`src/rtl/sw_debouncer.sv`:
```
// ---------------------------------------------------------------------------
// sw_debouncer
//   Conditions the board slide switches before they reach the shiftleds stage.
//   Each raw switch bit goes through a 2-FF synchronizer and then a per-bit
//   debounce counter. A new level is published on o_sw only after the
//   synchronized input has disagreed with o_sw for DEBOUNCE_LIMIT consecutive
//   clocks. Registered one-cycle rise/fall/change strobes accompany each
//   accepted transition.
//
// Parameters
//   NB_SW          number of switch bits
//   NB_COUNT       width of each per-bit debounce counter
//   DEBOUNCE_LIMIT consecutive mismatching clocks needed to accept a level
//                  (1 <= DEBOUNCE_LIMIT <= 2**NB_COUNT)
//
// Ports
//   clock        system clock, rising-edge active
//   i_reset      asynchronous active-low reset
//   i_sw         raw, asynchronous, bouncing switch inputs
//   o_sw         debounced stable switch value (registered)
//   o_sw_rise    per-bit one-cycle pulse on an accepted 0->1 transition
//   o_sw_fall    per-bit one-cycle pulse on an accepted 1->0 transition
//   o_sw_change  one-cycle pulse when any bit is accepted in that cycle
// ---------------------------------------------------------------------------
module sw_debouncer #(
    parameter int unsigned NB_SW          = 4,
    parameter int unsigned NB_COUNT       = 14,
    parameter int unsigned DEBOUNCE_LIMIT = 10000
) (
    input  logic             clock,
    input  logic             i_reset,
    input  logic [NB_SW-1:0] i_sw,
    output logic [NB_SW-1:0] o_sw,
    output logic [NB_SW-1:0] o_sw_rise,
    output logic [NB_SW-1:0] o_sw_fall,
    output logic             o_sw_change
);

    // Terminal count; DEBOUNCE_LIMIT = 2**NB_COUNT still fits once reduced by one.
    localparam logic [NB_COUNT-1:0] LIMIT_M1 = NB_COUNT'(DEBOUNCE_LIMIT - 1);

    logic [NB_SW-1:0] sync1;
    logic [NB_SW-1:0] sync2;
    logic [NB_SW-1:0] mismatch;
    logic [NB_SW-1:0] commit;

    // Two-stage synchronizer, no logic between the stages.
    always_ff @(posedge clock or negedge i_reset) begin
        if (!i_reset) begin
            sync1 <= '0;
            sync2 <= '0;
        end else begin
            sync1 <= i_sw;
            sync2 <= sync1;
        end
    end

    assign mismatch = sync2 ^ o_sw;

    // Per-bit counters: any agreement with o_sw restarts the count from zero,
    // and the count also restarts on the cycle a new level is accepted, so it
    // never wraps.
    for (genvar b = 0; b < NB_SW; b++) begin : g_bit
        logic [NB_COUNT-1:0] cnt;

        assign commit[b] = mismatch[b] && (cnt == LIMIT_M1);

        always_ff @(posedge clock or negedge i_reset) begin
            if (!i_reset) begin
                cnt <= '0;
            end else if (!mismatch[b] || commit[b]) begin
                cnt <= '0;
            end else begin
                cnt <= cnt + 1'b1;
            end
        end
    end

    // A committing bit always takes the synchronized level, which is the
    // inverse of its current o_sw value, so a toggle under the commit mask
    // is equivalent to loading sync2 for those bits.
    always_ff @(posedge clock or negedge i_reset) begin
        if (!i_reset) begin
            o_sw        <= '0;
            o_sw_rise   <= '0;
            o_sw_fall   <= '0;
            o_sw_change <= 1'b0;
        end else begin
            o_sw        <= o_sw ^ commit;
            o_sw_rise   <= commit & sync2;
            o_sw_fall   <= commit & ~sync2;
            o_sw_change <= |commit;
        end
    end

endmodule

```
`config.mk`:
```
export PLATFORM = sky130hd
export DESIGN_NAME = sw_debouncer
export DESIGN_NICKNAME = d
export VERILOG_FILES = /design/src/rtl/sw_debouncer.sv
export SDC_FILE = /design/constraint.sdc
export NUM_CORES = 1
export LEC_CHECK = 0
export BUFFER_PORTS_ARGS = -buffer_cell sky130_fd_sc_hd__buf_4
export CORE_ASPECT_RATIO = 2
export CORE_MARGIN = 2
export CORE_UTILIZATION = 55
export CTS_BUF_LIST = sky130_fd_sc_hd__clkbuf_16
export DETAILED_ROUTE_END_ITERATION = 7
export PLACE_DENSITY = 0.76
export SLEW_MARGIN = 20
export SYNTH_ARGS = -nofsm -noshare
export SYNTH_HDL_FRONTEND = slang
export SYNTH_SLANG_ARGS = --single-unit
```
`constraint.sdc`:
```
create_clock -name clock -period 4.4 [get_ports clock]
set_clock_uncertainty 0.2 [all_clocks]
set_input_delay 0 -clock clock [delete_from_list [all_inputs] [get_ports clock]]
set_output_delay 0 -clock clock [all_outputs]
set_load 0.02 [all_outputs]
```
# After elaboration in Yosys (flattened, before gate mapping)
# Cells that the tools add are included.
word_totals:
  ff_bits: 77
  in_bits: 6
  output_inout_bits: 13
classes:
  add_sub_neg: 4
  eq_ne: 4
  mux: 4
  n_bitwise: 5
  reduce_logical: 13
op_table:
  columns: ["op", "n"]
  rows:
  - ["$add 14x1->14 const B", 4]
  - ["$eq 14x14->1 const B", 4]
  - ["$mux 14", 4]
  - ["$and 4x4->4", 2]
  - ["$xor 4x4->4", 2]
  - ["$logic_and 1x1->1", 4]
  - ["$logic_not 1->1", 4]
  - ["$logic_or 1x1->1", 4]
  - ["$not 4->4", 1]
  - ["$reduce_or 4->1", 1]

# Depth between registers and ports, before layout
depth:
  ltp_word: 4
  depth_mapped: 7

# Least setup slack after synthesis
# OpenSTA, ideal clock, no wires.
synth_timing:
  kind: "flip-flop to flip-flop"
  from: "register g_bit[1].cnt[4]"
  to: "register with a tool-made name"
  arrival_time_ns: 1.841
  t_required_ns: 4.075
  setup_slack_ns: 2.233
  path_stages_with_launch: 5
  n_path_buf: 1
  synth_period_minus_slack_ns: 2.167
  path_cell_list: "dfrtp_1 -> or4b_1 -> or4_1 -> buf_2 -> mux2_4"
synth_lines:
  columns: ["item", "line_no", "rtl"]
  rows:
  - ["start, declared", "64", "logic [NB_COUNT-1:0] cnt;"]
  - ["start signal, assigned", "74", "cnt <= cnt + 1'b1;"]

# Worst setup path in the final report
layout_timing:
  from: "register g_bit[2].cnt[11]"
  to: "register g_bit[2].cnt[8]"
layout_between:
  elab_chain_cells: 4
layout_rtl:
  columns: ["item", "line_no", "rtl"]
  rows:
  - ["start, declared", "64", null]
  - ["start signal, assigned", "74", null]
  - ["$eq 14x14->1", "66", "assign commit[b] = mismatch[b] && (cnt == LIMIT_M1);"]
  - ["$logic_and 1x1->1", "66", null]
  - ["$logic_or 1x1->1", "71", "end else if (!mismatch[b] || commit[b]) begin"]
  - ["$mux 14", "71", null]
# Every way passes these cells.

==> impl_results.md <==
* Status: completed
* Setup Buffers After CTS at 0
* Final setup margin at 2.04 ns
* CP max FO at 13
* Startpoint types: flop
* GPL Wtd Cong at 0.795
* Via count of the first global-routing pass at 2399
* CTS tree: built
* Fin. max-slew vios at 0
* Fin crit period at 2.36 ns
* Hold EP: sync1[0]
* Area of the multi-input gates at 1360 µm²
* Clock buffer count from CTS at 9
* Post-Synth Simple-Gate Area at 23.4%
* Mux cell area share after synthesis at 1.56%
* # resized after CTS at 0
* Die Y at 115 µm
* Most frequent cells in the layout: dfrtp_1, nor2_1, xnor2_1, buf_4, nor3_1
* DP Area at 3540 µm²
* XOR/XNOR Fraction of Synth Area at 13.0%
* MaxCap Viol Count at 0
* Largest area contributor in the netlist: dfrtp_1
* FF/Latch Area at 1930 µm²
* Initial Utilization at 56.5%
* DPL Wire Length at 4000 µm
* Critical Path Sink Type: flop
* Post-Syn Area at 3370 µm²
* All-Layer GR Usage at 20.9%
* Final wirelength at 6050 µm
* Mean Syn Cell Area at 10.8 µm²
* Setup TNS at 0 ns
* Clock Tree Root: clkbuf_16
* Synth Area in Adders at 1.49%
* Fin cells at 408
* Top cell type's share of synthesized area at 57.2%
* Clock transition at path regs at 0.06 ns
* H-tree depth at 3
* Warnings from Yosys at 0
* Final Power at 1.56 mW
* Clk buf depth at 2
* Critical Path RT at 4.40 ns
* Cell Pwr Density at 398 nW/µm²
* Fin area at 3910 µm²
* Primary FF master, synth: dfrtp_1
* Post-synthesis sequential area ratio at 57.2%
* Min-Delay Path Depth at 2
* Slew margin rel. at 38.1%
* FF-to-FF path depth at 4
* Post-synth EDFFs at 0
* Antenna viol nets, final at 0
* Dpl ws at 2.08 ns
* Post-synthesis async set-or-reset flop share at 100%
* Final Hold Fails at 0
* CP Class: flop to flop
* Final routed DRC violation total at 0
* CTS hold repair buffers at 5
* Via-to-Cell Ratio at 5.63
* Reg2Reg Setup Slack at 2.04 ns
* Highest Clock Rate at 424 MHz
* FILL cells at 469
* Placed cell count at 387
* Initial antenna violation count at 0
* Final net count at 350
* Cell Rows at 40
* Pre-antenna DRT Iters at 4
* Complex-gate fraction of the synthesized area at 1.04%
* Die Span X at 59.3 µm
* RSZ-0062 raised after global routing: false
* Cells after synthesis at 312
* Area contributors post-synth: dfrtp_1, xnor2_1, nor2_1
* Final period util at 53.6%
* Area grow syn2layout at 16.1%
* Hold_sp: i_sw[0]
* Yosys reg bits at 77
* DRT iter0 DRCs at 104
* Leak at 1.71 nW
* Setup-failing EPs final at 0
* Largest net degree at the start of global routing at 78
* Critical R2R Capture: g_bit[2].cnt[8]
* Distinct cells, synth at 31
* Layout cell share with drive strength beyond 1 at 11.9%
* Vias at 2296
* Skew-Pair Late Insertion Delay at 0.34 ns
* Grt ovf at 0
* PortBufs at 18
* Placeable core region at 5960 µm²
* Reg-to-reg critical path startpoint: g_bit[2].cnt[11]
* # IOs at 19
* DIE AREA at 6800 µm²
* Arrival time worst endpoint at 2.36 ns
* Number of inserted diodes at 0
* First-pass GRT wire length at 10600 µm
* Peak VDD IR at 0.000383 V
* TritonCTS Sinks at 77
* Largest family of logic cells by synthesized area: simple AND/OR/NAND/NOR gates
* WL per Instance at 14.8 µm
* Worst Max-Slew Pin Slew at 0.928 ns
* Net Count, Synth at 322
* Most common cell after layout, fill and taps aside: dfrtp_1
* Min-delay worst type: primary input to flop
==> cell type report <==
class,count,share of cell area (%)
Inverter,11,1.06
Clock inverter,7,2.30
Timing Repair Buffer,23,4.74
Multi-Input combinational cell,218,34.8
Clock buffer,9,5.76
Tap cell,63,2.02
Sequential cell,77,49.3
==> per-stage QoR <==
| step | util, % | hold WS [ns] |
|---|---|---|
| after floorplan | - | -0.496 |
| after global placement | 59.5 | -0.0901 |
| after detailed placement | 59.5 | -0.0894 |
| after CTS | 65.7 | 0.105 |
| after global routing | 65.7 | 0.111 |
| final | 65.7 | 0.115 |
==> routing by layer <==
metal | wire (µm) | share of wire, % | track usage, % | vias up
li1 | - | - | - | 1120
met1 | 2480 | 41 | 24.1 | 1125
met2 | 3260 | 54 | 35.0 | 41
met3 | 172 | 2.8 | 4.41 | 10
met4 | 146 | 2.4 | 11.1 | 0
met5 | 0 | 0 | 0 | -
==> worst max-delay path by stage <==
stage	start	end	slack, ns	cells after the start
finish	g_bit[2].cnt[11]	g_bit[2].cnt[8]	2.04	4
global route	g_bit[0].cnt[4]	g_bit[0].cnt[3]	1.97	4
CTS	g_bit[2].cnt[11]	g_bit[2].cnt[8]	2.04	4
detailed placement	g_bit[2].cnt[11]	g_bit[2].cnt[13]	2.08	4
global placement	g_bit[2].cnt[11]	g_bit[2].cnt[7]	2.13	4
floorplan	g_bit[1].cnt[4]	flop	2.23	4
==> cells in the mapped netlist (3+ instances only) <==
cell,n
dfrtp_1,77
nor2_1,59
xnor2_1,35
nor3_1,17
nand4_1,16
xor2_1,15
nand3_1,13
nand2_1,12
inv_1,11
nor3b_1,8
and3_1,6
nor4_1,5
ha_1,4
or3_1,4
and4_1,3
buf_4,3
or4_1,3
==> sequential cells by signal, summed over array words and instances, names as in the netlist, named ones only <==
register	cells
o_sw_change	1
sync2	4
sync1	4
o_sw_fall	4
g_bit.cnt	56
o_sw_rise	4
==> kinds of logic (layout without fill, tap and decap cells) <==
| logic type | Yosys count | count (layout) |
|---|---|---|
| buf+inv | 17 | 50 |
| fa+ha+maj | 4 | 4 |
| simple gates | 154 | 154 |
| compound gates | 6 | 6 |
| xor+xnor | 50 | 50 |
| mux | 4 | 4 |
| flops | 77 | 77 |
==> critical path: stages (launching register included) <==
cell and delay, ns:
dfrtp_1 0.40, or4_1 0.56, or4_4 0.57, nand2_1 0.38, nor2_1 0.11
==> report_power, final <==
part           internal [mW]  switching (mW)  leakage (nW)
combinational         0.0165          0.0293         0.509
clock                  0.493           0.284         0.153
sequential             0.721          0.0138          1.05
Power figures use the tool's default switching activity.
